`config.mk`:
```
export PLATFORM = sky130hd
export DESIGN_NAME = task_dispatcher
export DESIGN_NICKNAME = d
export VERILOG_FILES = /design/src/rtl/gpu_dispatch_pkg.sv /design/src/rtl/task_dispatcher_rr_arbiter.sv /design/src/rtl/task_dispatcher.sv
export SDC_FILE = /design/constraint.sdc
export NUM_CORES = 1
export LEC_CHECK = 0
export ABC_AREA = 1
export CORE_AREA = 4 4 224 247
export DETAILED_ROUTE_END_ITERATION = 7
export DIE_AREA = 0 0 228 251
export DONT_BUFFER_PORTS = 1
export PLACE_DENSITY = 0.58
export SKIP_LAST_GASP = 1
export SLEW_MARGIN = 10
export SYNTH_ARGS = -nofsm -noshare
export SYNTH_HDL_FRONTEND = slang
export SYNTH_SLANG_ARGS = --single-unit
```
`constraint.sdc`:
```
create_clock -name clk -period 6.8 [get_ports clk]
set_input_delay 0.34 -clock clk [delete_from_list [all_inputs] [get_ports clk]]
set_output_delay 0.34 -clock clk [all_outputs]
set_load 0.02 [all_outputs]
```
`src/rtl/gpu_dispatch_pkg.sv`:
```
// Shared idle codes and default widths for the task dispatcher.
// Optional statistics counters are enabled with DISPATCH_STATS_EN.
package gpu_dispatch_pkg;

  localparam int PC_W  = 16;
  localparam int TID_W = 4;

  typedef logic [1:0] idle_t;

  localparam idle_t IDLE_GO   = 2'd0;
  localparam idle_t IDLE_WAIT = 2'd1;
  localparam idle_t IDLE_HALT = 2'd2;

endpackage

```
`src/rtl/task_dispatcher_rr_arbiter.sv`:
```
// Round-robin arbiter: one-hot grant, search starts at the core
// after the last accepted grantee.
module rr_arbiter #(
  parameter int N = 4
) (
  input  logic         clk,
  input  logic         rst_n,
  input  logic [N-1:0] req,
  input  logic         accept,
  output logic [N-1:0] gnt
);

  localparam int PW = (N > 1) ? $clog2(N) : 1;

  logic [PW-1:0] ptr;
  logic [PW-1:0] nxt;
  logic [PW-1:0] idx;

  // Walk offsets high to low so the smallest offset wins.
  always_comb begin
    gnt = '0;
    nxt = ptr;
    idx = '0;
    for (int k = N - 1; k >= 0; k--) begin
      idx = PW'((int'(ptr) + k) % N);
      if (req[idx]) begin
        gnt = '0;
        gnt[idx] = 1'b1;
        nxt = PW'((int'(ptr) + k + 1) % N);
      end
    end
  end

  always_ff @(posedge clk) begin
    if (!rst_n) begin
      ptr <= '0;
    end else if (accept && |gnt) begin
      ptr <= nxt;
    end
  end

endmodule

```
`src/rtl/task_dispatcher.sv`:
```
// Task FIFO, entry-PC table and round-robin new-PC grants for cores.
// DISPATCH_STATS_EN adds saturating grant/drop counters.
module task_dispatcher #(
  parameter int NUM_CORES  = 4,
  parameter int FIFO_DEPTH = 16,
  parameter int PC_W       = gpu_dispatch_pkg::PC_W,
  parameter int TID_W      = gpu_dispatch_pkg::TID_W
) (
  input  logic                       clk,
  input  logic                       rst_n,
  input  logic                       tbl_wen,
  input  logic [TID_W-1:0]           tbl_addr,
  input  logic [PC_W-1:0]            tbl_data,
  input  logic                       start,
  input  logic [TID_W-1:0]           start_tid,
  input  logic [NUM_CORES-1:0]       req,
  input  logic [NUM_CORES-1:0]       q_wen,
  input  logic [NUM_CORES*TID_W-1:0] q_num,
  output logic [NUM_CORES*PC_W-1:0]  new_pc,
  output logic [NUM_CORES*2-1:0]     idle,
  output logic                       done,
  output logic                       overflow
`ifdef DISPATCH_STATS_EN
  ,
  output logic [31:0]                stat_grants,
  output logic [15:0]                stat_drops
`endif
);

  import gpu_dispatch_pkg::*;

  localparam int AW = $clog2(FIFO_DEPTH);

  logic [PC_W-1:0]      tbl [2**TID_W];
  logic [TID_W-1:0]     fifo [FIFO_DEPTH];
  logic [AW:0]          wptr;
  logic [AW:0]          rptr;
  logic [AW:0]          count;
  logic                 empty;
  logic                 full;

  logic [TID_W-1:0]     hold [NUM_CORES];
  logic [NUM_CORES-1:0] hold_v;
  logic [NUM_CORES-1:0] pend;
  logic [NUM_CORES-1:0] gnt;
  logic [NUM_CORES-1:0] drain;
  logic [NUM_CORES-1:0] hv_drop;

  logic [PC_W-1:0]      pc_q [NUM_CORES];
  idle_t                idle_q [NUM_CORES];
  logic                 done_q;
  logic                 ovf_q;

  logic                 push;
  logic                 pop;
  logic                 start_drop;
  logic                 cond;
  logic [TID_W-1:0]     push_tid;
  logic [PC_W-1:0]      head_pc;

  assign count   = wptr - rptr;
  assign empty   = (count == '0);
  assign full    = (count == (AW+1)'(FIFO_DEPTH));
  assign head_pc = tbl[fifo[rptr[AW-1:0]]];
  assign pop     = |gnt;
  assign hv_drop = q_wen & hold_v;

  rr_arbiter #(
    .N(NUM_CORES)
  ) u_arb (
    .clk    (clk),
    .rst_n  (rst_n),
    .req    (pend & {NUM_CORES{~empty}}),
    .accept (pop),
    .gnt    (gnt)
  );

  // Start outranks the holds; otherwise lowest full hold drains.
  always_comb begin
    drain      = '0;
    push       = 1'b0;
    push_tid   = start_tid;
    start_drop = start & full;
    if (start) begin
      push = ~full;
    end else if (!full) begin
      for (int i = NUM_CORES - 1; i >= 0; i--) begin
        if (hold_v[i]) begin
          drain    = '0;
          drain[i] = 1'b1;
          push     = 1'b1;
          push_tid = hold[i];
        end
      end
    end
  end

  assign cond = empty && !(|hold_v) && !(|q_wen)
             && !start && (&pend);

  always_ff @(posedge clk) begin
    if (tbl_wen) begin
      tbl[tbl_addr] <= tbl_data;
    end
  end

  always_ff @(posedge clk) begin
    if (push) begin
      fifo[wptr[AW-1:0]] <= push_tid;
    end
  end

  always_ff @(posedge clk) begin
    if (!rst_n) begin
      wptr   <= '0;
      rptr   <= '0;
      hold_v <= '0;
      pend   <= '0;
      done_q <= 1'b0;
      ovf_q  <= 1'b0;
      for (int i = 0; i < NUM_CORES; i++) begin
        hold[i]   <= '0;
        pc_q[i]   <= '0;
        idle_q[i] <= IDLE_WAIT;
      end
    end else begin
      if (push) wptr <= wptr + 1'b1;
      if (pop)  rptr <= rptr + 1'b1;
      hold_v <= (hold_v & ~drain) | (q_wen & ~hold_v);
      pend   <= (pend | (req & {NUM_CORES{~done_q}})) & ~gnt;
      if (start_drop || |hv_drop) ovf_q <= 1'b1;
      if (start)     done_q <= 1'b0;
      else if (cond) done_q <= 1'b1;
      for (int i = 0; i < NUM_CORES; i++) begin
        if (q_wen[i] && !hold_v[i]) begin
          hold[i] <= q_num[i*TID_W +: TID_W];
        end
        if (cond) begin
          idle_q[i] <= IDLE_HALT;
        end else if (gnt[i]) begin
          idle_q[i] <= IDLE_GO;
          pc_q[i]   <= head_pc;
        end else if (idle_q[i] == IDLE_GO) begin
          idle_q[i] <= IDLE_WAIT;
        end
      end
    end
  end

  for (genvar g = 0; g < NUM_CORES; g++) begin : g_out
    assign new_pc[g*PC_W +: PC_W] = pc_q[g];
    assign idle[g*2 +: 2]         = idle_q[g];
  end

  assign done     = done_q;
  assign overflow = ovf_q;

`ifdef DISPATCH_STATS_EN
  logic [16:0] n_drop;
  logic [16:0] drop_sum;

  always_comb begin
    n_drop = 17'(start_drop);
    for (int i = 0; i < NUM_CORES; i++) begin
      n_drop = n_drop + 17'(hv_drop[i]);
    end
    drop_sum = {1'b0, stat_drops} + n_drop;
  end

  always_ff @(posedge clk) begin
    if (!rst_n) begin
      stat_grants <= '0;
      stat_drops  <= '0;
    end else begin
      if (pop && stat_grants != '1) begin
        stat_grants <= stat_grants + 1'b1;
      end
      stat_drops <= drop_sum[16] ? '1 : drop_sum[15:0];
    end
  end
`endif

endmodule
```
Word-level counts from Yosys, hierarchy flattened
Memory sizes are Yosys's and may differ from the RTL's. A register that Yosys moved wholly into a read port is not among the register bits.
Index checks and enable logic that the tools add are counted.

storage, ports and cells
  memories kept = 5
  RAM bits = 408
  register bits = 22
  logic and storage cells = 219

operators by class
  mux-type cells = 120
  bitwise operators = 36
  reduce and logical (&&, ||, !) cells = 33
  equal/unequal tests = 1
  add/subtract/negate cells = 9
  $lt $le $gt $ge = 8

memory list
  name    words  width  rd ports  clocked after Yosys merged registers in  write ports  line                   source
  tbl     16     16     1         0                                        1            task_dispatcher.sv:34  logic [PC_W-1:0] tbl [2**TID_W];
  fifo    16     4      1         1                                        1            task_dispatcher.sv:35  logic [TID_W-1:0] fifo [FIFO_DEPTH];
  pc_q    4      16     4         0                                        4            task_dispatcher.sv:49  logic [PC_W-1:0] pc_q [NUM_CORES];
  hold    4      4      4         0                                        4            task_dispatcher.sv:42  logic [TID_W-1:0] hold [NUM_CORES];
  idle_q  4      2      4         0                                        4            task_dispatcher.sv:50  idle_t idle_q [NUM_CORES];

operator list
  cell                 count
  $mux 4               22
  $mux 1               70
  $mux 16              4
  $mux 2               16
  $and 4x4->4          6
  $or 1x1->1           20
  $reduce_or 4->1      4
  $logic_and 1x1->1    12
  $lt 2x3->1 const B   4
  $not 4->4            3
  $add 2x2->2 const B  5
  $add 5x1->5 const B  2
  $bmux 1 s2           4
  $demux 1 s2          4
  $ge 2x1->1 const B   4
  $logic_not 2->1      4
  $or 4x4->4           2
  $logic_not 1->1      7
  $eq 5x5->1 const B   1
  $logic_not 5->1      1
  $sub 5x5->5          1
  $not 1->1            4
  $reduce_and 4->1     1
  $reduce_bool 4->1    1
  5 further kinds      5

Logic depth before layout (Yosys ltp)
Gate-level depths: netlist (run 1).

  depth in word-level cells = 16
  depth in mapped cells = 24
  depth with buffers taken out = 24

By module
A second synthesis (run 1) with hierarchy kept.

second synthesis, totals
  cells, all modules = 1749
  area total of the unflattened synthesis = 19187.2 um2

modules (own cells, without submodules)
  module           area each (um2)  cells each  instances
  task_dispatcher  18604.1          1642        1
  rr_arbiter       583.1            107         1

Worst setup path before layout (run 1)
OpenSTA, ideal clock, no wires.

  path type = register to register
  start point = reg rptr[2]
  end point = mem pc_q[1][0] (enable)
  data required time = 6.427 ns
  arrival time = 2.326 ns
  cell stages (with the launch flop) = 17
  path buffers = 0
  slack = 4.101 ns
  cells stage by stage = dfxtp_1 inv_1 ha_1 or2_1 nand3_2 nand2_2 nor2_4 nand2_4 nand3_1 nand2_1 nand2_2 nand2_4 nor2_2 nand2_1 nand3_2 nand2_4 nand2_1

RTL lines
  what                    line                    source
  from (decl)             task_dispatcher.sv:37   logic [AW:0] rptr;
  from (signal assigned)  task_dispatcher.sv:128  if (pop) rptr <= rptr + 1'b1;
  to (decl)               task_dispatcher.sv:49

==> key figures, run 1 <==
Status
  – Result of the run: completed

Timing
  – Total setup violations reported at the end of the flow: 0
  – Final sum of negative setup slack: 0 ns
  – RSZ-0062 raised after global routing: no
  – Hold violation total from the final report: 0
  – Slew headroom: 0.169
  – Worst-case clock skew: 0.0267 ns
  – Highest clock rate: between 0.2 and 0.25 GHz
  – Shortest period the worst path allows: between 4 and 5 ns
  – Worst slew pin tran: 1.25 ns
  – Worst Setup Slack, final: 2.45 ns
  – Fin crit share: 0.640
  – Pins over their slew limit: 0

Final layout
  – Commonest cells after routing, fill and taps aside: edfxtp_1 (408), nand2_1 (179), inv_1 (146)
  – Final nets: between 1500 and 2000
  – Area used by multi-input combinational logic: 0.00456 mm²
  – Fillers: 4883
  – Ratio of cells with drive above 1 in the final layout: 0.0984
  – Relative area change from synthesis to final layout: 13.2%
  – Area occupied by registers: roughly 0.013 mm²
  – Most common cell after layout, fill and taps aside: edfxtp_1

Yosys
  – Yosys reg bits: 434
  – Count of distinct cell types in the synthesized netlist: 38
  – Largest cells by area after synthesis: edfxtp_1 (67%), o211ai_1 (5.7%), nand2_1 (3.7%)
  – Dominant cell type by area after synthesis: edfxtp_1
  – Cell area after technology mapping: 0.0183 mm²
  – Share of the synthesized area in the top cell type: 0.669
  – Post-synthesis area per instance: 12.1 µm²
  – Yosys Warn Count: 0
  – Proportion of synthesized chip area in sequential cells: 0.698
  – Synthesized netlist net count: 1580
  – Number of enable-type register cells in the synthesized netlist: 408
  – Proportion of register bits with asynchronous set or reset after synthesis: 0
  – Flip-flop cell with the highest count after synthesis: edfxtp_1
  – Cells after synthesis: ~1500

Floorplan
  – Rows: 88
  – Initial cell density of the core: 0.349
  – I/O pin count: about 130
  – Die X: 228 µm
  – Die area: 0.0572 mm²
  – Die outline height: 251 µm
  – Core outline area: 0.0525 mm²

Power and ir drop
  – Power per cell area: 515 mW/mm²
  – Leakage power figure: 0.00740 µW
  – Worst IR drop on VDD: about 0.00037 V

Detailed routing
  – Number of detailed-routing iterations run before antenna repair: 6
  – Final antenna-violating net count: 0
  – Final routed wire length divided by cell count: around 20 µm
  – Routed wire length: 45.4 mm
  – Post-route DRC: 0
  – Detailed router's first-iteration violation count: between 900 and 1000
  – Vias: 11500
  – Routed vias/inst: 5.13

GRT
  – Maximum number of pins on one net before global-route repair: 114
  – Global Route Usage Sum: 0.154
  – Global-route wire length before repair: 69.1 mm
  – Vias in the first global route: 11300
  – Overflow left after global routing: 0
  – Initial antenna violation count: 6

Place
  – Placement-stage worst setup slack: 2.51 ns
  – IO buf count: 0
  – Final estimated routing congestion in global placement: about 0.79
  – Placed wire-length estimate: 27.4 mm

Worst setup path
  – Crit. End Element: flip-flop
  – Data required, critical path: 7.11 ns
  – Most repeated library cell on the critical path: o211ai_1
  – Worst endpoint data arrival time: 4.67 ns
  – Maximum cell stage delay along the critical path: about 0.9 ns
  – Cell Chain, Critical Path: mux2i_1 > o211ai_1 > nand3_2 > buf_4 > nand2_4 > buf_12 > o211ai_1 > o211ai_1 > nand3_1 > nand2_1 > inv_2 > nor2_1
  – Slowest cell on the critical path: dfxtp_2
  – Critical setup path kind: reg -> reg
  – Crit start category: flip-flop
  – Worst Path Max Fanout: 113

Flow run
  – Number of max-capacitance violations reported: 0

Clock network
  – Clock latency on the worst-skew pair: 0.58 ns
  – Root buf cell: clkbuf_16
  – H-tree depth: 2
  – Clock tree from TritonCTS: yes
  – Clock sink total: 434
  – Clock buffer depth: 3
  – Total clock buffers created by CTS: 46
  – Clock transition at the registers of the reported paths: 0.06 ns

Hold path
  – Hold Crit Class: in -> reg
  – Startpoint of the lowest-slack hold path: q_num[8]
## sequential cells by signal, indices dropped and copies added (netlist names), named ones only
| register | cells |
|---|---|
| tbl | 256 |
| pc_q | 64 |
| idle_q | 8 |
| hold_v | 4 |
| overflow | 1 |
| hold | 16 |
| wptr | 5 |
| u_arb.ptr | 2 |
| pend | 4 |
| rptr | 5 |
| done | 1 |
| fifo | 64 |
## routing by layer
metal  global-route usage  routed length, µm
met4               0.0495               1190
met1                0.207              19500
met2                0.250              21500
met5                    0                 41
met3               0.0351               3130
## cell usage after synthesis, types with 6 or more instances
master and instances:
clkbuf_1 27, o21ai_0 87, dfxtp_1 26, buf_2 27, nand3_1 90, nand2_1 181
nor2_1 144, edfxtp_1 408, ha_1 16, buf_6 6, buf_4 10, nand2_2 13
a21oi_1 97, inv_1 146, nand3_2 7, nor2_2 6, mux2i_1 13, o211ai_1 140
inv_2 22
## metrics by stage
stage	hold slack, ns	std cells	util	cell area [µm²]	total power, µW
6_report	0.0356	2253	0.394	20700	10700
5_1_grt	0.0227	2251	0.394	20700	11400
4_1_cts	0.00206	2250	0.394	20700	10800
3_5_place_dp	0.423	2131	0.361	19000	8440
3_3_place_gp	0.422	2131	0.361	19000	8360
2_1_floorplan	0.418	1512	-	18300	7200
## cell families after synthesis
family,after synthesis,share of synthesized area
muxes,16,0.00895
adders and majority gates,16,0.0109
AOI/OAI and AO/OA,337,0.113
DFF,434,0.698
and+or+nand+nor,460,0.110
xor gates and xnor gates,5,0.00239
buffers and inverters,244,0.0567
## report_power, final
part | internal, µW | switching (µW)
Sequential | 3440 | 475
Clock | 1300 | 985
Combinational | 1260 | 3230
Total | 5990 | 4690
## path summary, 6_finish.rpt
path                       to  slack, ns  depth (start not counted)
hold reg to reg       wptr[4]       0.47                          1
hold / removal     hold[2][0]       0.04                          2
setup / recovery  pc_q[3][13]       2.45                         12
setup reg to reg  pc_q[3][13]       2.45                         12
## timing repair
| action | 4_1_cts | 5_1_grt |
|---|---|---|
| hold buffers | 40 | 0 |
| resized for setup | 0 | 0 |
| buffers inserted | 0 | 0 |
| hold endpoints to repair | 289 | 0 |
| setup endpoints to repair | 0 | 0 |
## layout make-up
type                       instances  share of cell area
sequential                       434               0.617
clock buffer                      60              0.0591
multi-input combinational        834               0.220
antenna                            3            0.000362
tap                              675              0.0408
inverter                         169              0.0306
timing repair buffer              59              0.0268
clock inverter                    19             0.00550
## worst max-delay path, delay by kind of cell, from the launching register on
kind	cells	cell delay, ns
muxes	1	0.29
buffers and inverters	3	1.21
DFF	1	0.91
and+or+nand+nor	5	1.10
AOI/OAI and AO/OA	3	0.49
Note: power is estimated with default switching activity, not from simulation.
==> run 2, diff against run 1 <==
clock period = 4.6 ns   (was 6.8 ns; I/O delays follow)
==> run 2 against run 1 <==
Effect of this change:
- critical path depth stayed put
- clock skew is 0.0092 ns lower
- non-clock buffer count is 15 higher
- largest power group unchanged
==> key figures, run 2 (synthesis results as in run 1) <==
Power and ir drop
  – Total power consumption of the routed design: 16000 µW (was 10700 µW)
  – Leakage power figure: 0.00751 µW (was 0.00740 µW)
  – Worst IR drop on VDD: 0.000829 V (was 0.000372 V)
  – Power per cell area: 766 mW/mm² (was 515 mW/mm²)

GRT
  – Global-route wire length before repair: 71.2 mm (was 69.1 mm)
  – Maximum number of pins on one net before global-route repair: 73 (was 114)
  – Initial antenna violation count: 8 (was 6)
  – Global Route Usage Sum: 0.159 (was 0.154)
  – Vias in the first global route: 11800 (was 11300)
  – Overflow left after global routing: 0 (unchanged)

Detailed routing
  – Number of detailed-routing iterations run before antenna repair: 6 (unchanged)
  – Final routed wire length divided by cell count: 20.4 µm (was 20.1 µm)
  – Post-route DRC: 0 (unchanged)
  – Vias: 11800 (was 11500)
  – Routed vias/inst: 5.19 (was 5.13)
  – Detailed router's first-iteration violation count: 1061 (was 990)
  – Routed wire length: 46.3 mm (was 45.4 mm)
  – Final antenna-violating net count: 0 (unchanged)

Floorplan
  – Initial cell density of the core: 0.349 (unchanged)
  – Core outline area: 0.0525 mm² (unchanged)
  – Die X: 228 µm (unchanged)
  – I/O pin count: 126 (unchanged)
  – Die outline height: 251 µm (unchanged)
  – Rows: 88 (unchanged)
  – Die area: 0.0572 mm² (unchanged)

Clock network
  – H-tree depth: 2 (unchanged)
  – Clock latency on the worst-skew pair: 0.57 ns (was 0.58 ns)
  – Count of cells resized by post-cts repair: 0 (unchanged)
  – Setup bufs post-CTS: 0 (unchanged)
  – Clock transition at the registers of the reported paths: 0.06 ns (about the same)
  – Root buf cell: clkbuf_16 (unchanged)
  – Clock buffer depth: 3 (unchanged)
  – Clock tree from TritonCTS: yes (unchanged)
  – Clock sink total: 434 (unchanged)
  – Total clock buffers created by CTS: 48 (was 46)

Worst setup path
  – Crit start category: flip-flop (unchanged)
  – Critical setup path kind: reg -> reg (unchanged)
  – Slowest cell on the critical path: dfxtp_2 (unchanged)
  – Critical path buffer and inverter count: 2 (was 3)
  – Data required, critical path: 4.91 ns (was 7.11 ns)
  – Cell class contributing the biggest share of worst-path delay: simple AND/OR/NAND/NOR gates (was buffers and inverters)
  – Worst endpoint data arrival time: 3.71 ns (was 4.67 ns)
  – Worst Path Max Fanout: 72 (was 113)
  – Cell Chain, Critical Path: mux2i_1 > o211ai_1 > nand3_2 > nand2_4 > buf_12 > nand2_1 > o211ai_1 > o211ai_1 > nand3_1 > nand2_1 > inv_2 > nor2_1 (was mux2i_1 > o211ai_1 > nand3_2 > buf_4 > nand2_4 > buf_12 > o211ai_1 > o211ai_1 > nand3_1 > nand2_1 > inv_2 > nor2_1)
  – Crit. End Element: flip-flop (unchanged)
  – Maximum cell stage delay along the critical path: 0.90 ns (was 0.91 ns)
  – Most repeated library cell on the critical path: o211ai_1 (unchanged)

Timing
  – Hold violation total from the final report: 0 (unchanged)
  – Shortest period the worst path allows: 3.40 ns (was 4.35 ns)
  – Final sum of negative setup slack: 0 ns (unchanged)
  – Highest clock rate: 0.294 GHz (was 0.230 GHz)
  – Worst-case clock skew: 0.0174 ns (was 0.0267 ns)
  – Worst slew pin tran: 1.01 ns (was 1.25 ns)
  – Pins over their slew limit: 0 (unchanged)
  – RSZ-0062 raised after global routing: no (unchanged)
  – Total setup violations reported at the end of the flow: 0 (unchanged)
  – Fin crit share: 0.740 (was 0.640)
  – Slew headroom: 0.323 (was 0.169)

Final layout
  – Max FFs per register: 256 (unchanged)
  – Commonest cells after routing, fill and taps aside: edfxtp_1 (408), nand2_1 (179), inv_1 (146) (unchanged)
  – Most common cell after layout, fill and taps aside: edfxtp_1 (unchanged)
  – Largest Register: tbl (unchanged)
  – Ratio of cells with drive above 1 in the final layout: 0.105 (was 0.0984)
  – Final nets: 1629 (was 1612)
  – Relative area change from synthesis to final layout: 14.4% (was 13.2%)

Hold path
  – Hold Crit Class: in -> reg (unchanged)

Status
  – Result of the run: completed (unchanged)

Place
  – IO buf count: 0 (unchanged)
  – Placed wire-length estimate: 27.4 mm (about the same)
  – Final estimated routing congestion in global placement: 0.847 (was 0.790)

Flow run
  – Number of max-capacitance violations reported: 0 (unchanged)
-- run 2: changes by cell type in the layout (fill, tap and decap cells not counted), moves of 2 or more --
| cell | change |
|---|---|
| buf_4 | +7 |
| clkbuf_1 | +7 |
| dlygate4sd3_1 | +8 |
| clkinv_1 | -4 |
| inv_6 | +2 |
| clkbuf_16 | +2 |
-- run 2: worst paths after layout --
| path | from | to | slack, ns | cells past startpoint |
|---|---|---|---|---|
| min reg2reg | wptr[4] | wptr[4] | 0.50 | 1 |
| max | flip-flop | pc_q[3][7] | 1.20 | 12 |
| max reg2reg | flip-flop | pc_q[3][7] | 1.20 | 12 |
| min | start | wptr[1] | 0.06 | 4 |
-- run 2: power breakdown --
group          internal, µW  leakage [µW]  switching (µW)
clock                  2020      0.000688            1500
combinational          1910       0.00277            4820
sequential             5090       0.00405             707
-- run 2: what timing repair did --
action,CTS,global route
setup endpoints to repair,0,0
endpoints found under the hold margin,307,0
hold buffers,48,0
-- run 2: tightest hold or removal path, cell delays in order --
cell and delay [ns]:
nor2_1 0.08, nor2_1 0.10, inv_1 0.10, a21oi_1 0.06
-- run 2: routing by layer --
metal	vias up	GRT usage	wire length [µm]
li1	5506	-	-
met1	5735	0.210	19500
met2	466	0.258	21800
met3	77	0.0430	3930
met4	12	0.0471	1000
met5	-	0	82
-- run 2: area by class of cell --
cell class | instances | area (µm²)
Antenna cell | 2 | 5.00
Clock buffer | 69 | 1300
Clock inverter | 18 | 124
Fill cell | 4884 | 31600
Inverter | 169 | 634
Multi-Input combinational cell | 834 | 4570
Sequential cell | 434 | 12800
Tap cell | 675 | 845
Timing Repair Buffer | 74 | 688
-- run 2: per-stage QoR --
stage	hold WS, ns	setup WS (ns)	area [µm²]	util	cells
after floorplan	0.308	1.90	18300	-	1512
after global placement	0.312	1.27	19000	0.362	2138
after detailed placement	0.312	1.24	19000	0.362	2138
after CTS	0.0210	1.21	20900	0.399	2273
after global routing	0.0797	0.869	20900	0.399	2274
final	0.0562	1.20	20900	0.399	2275
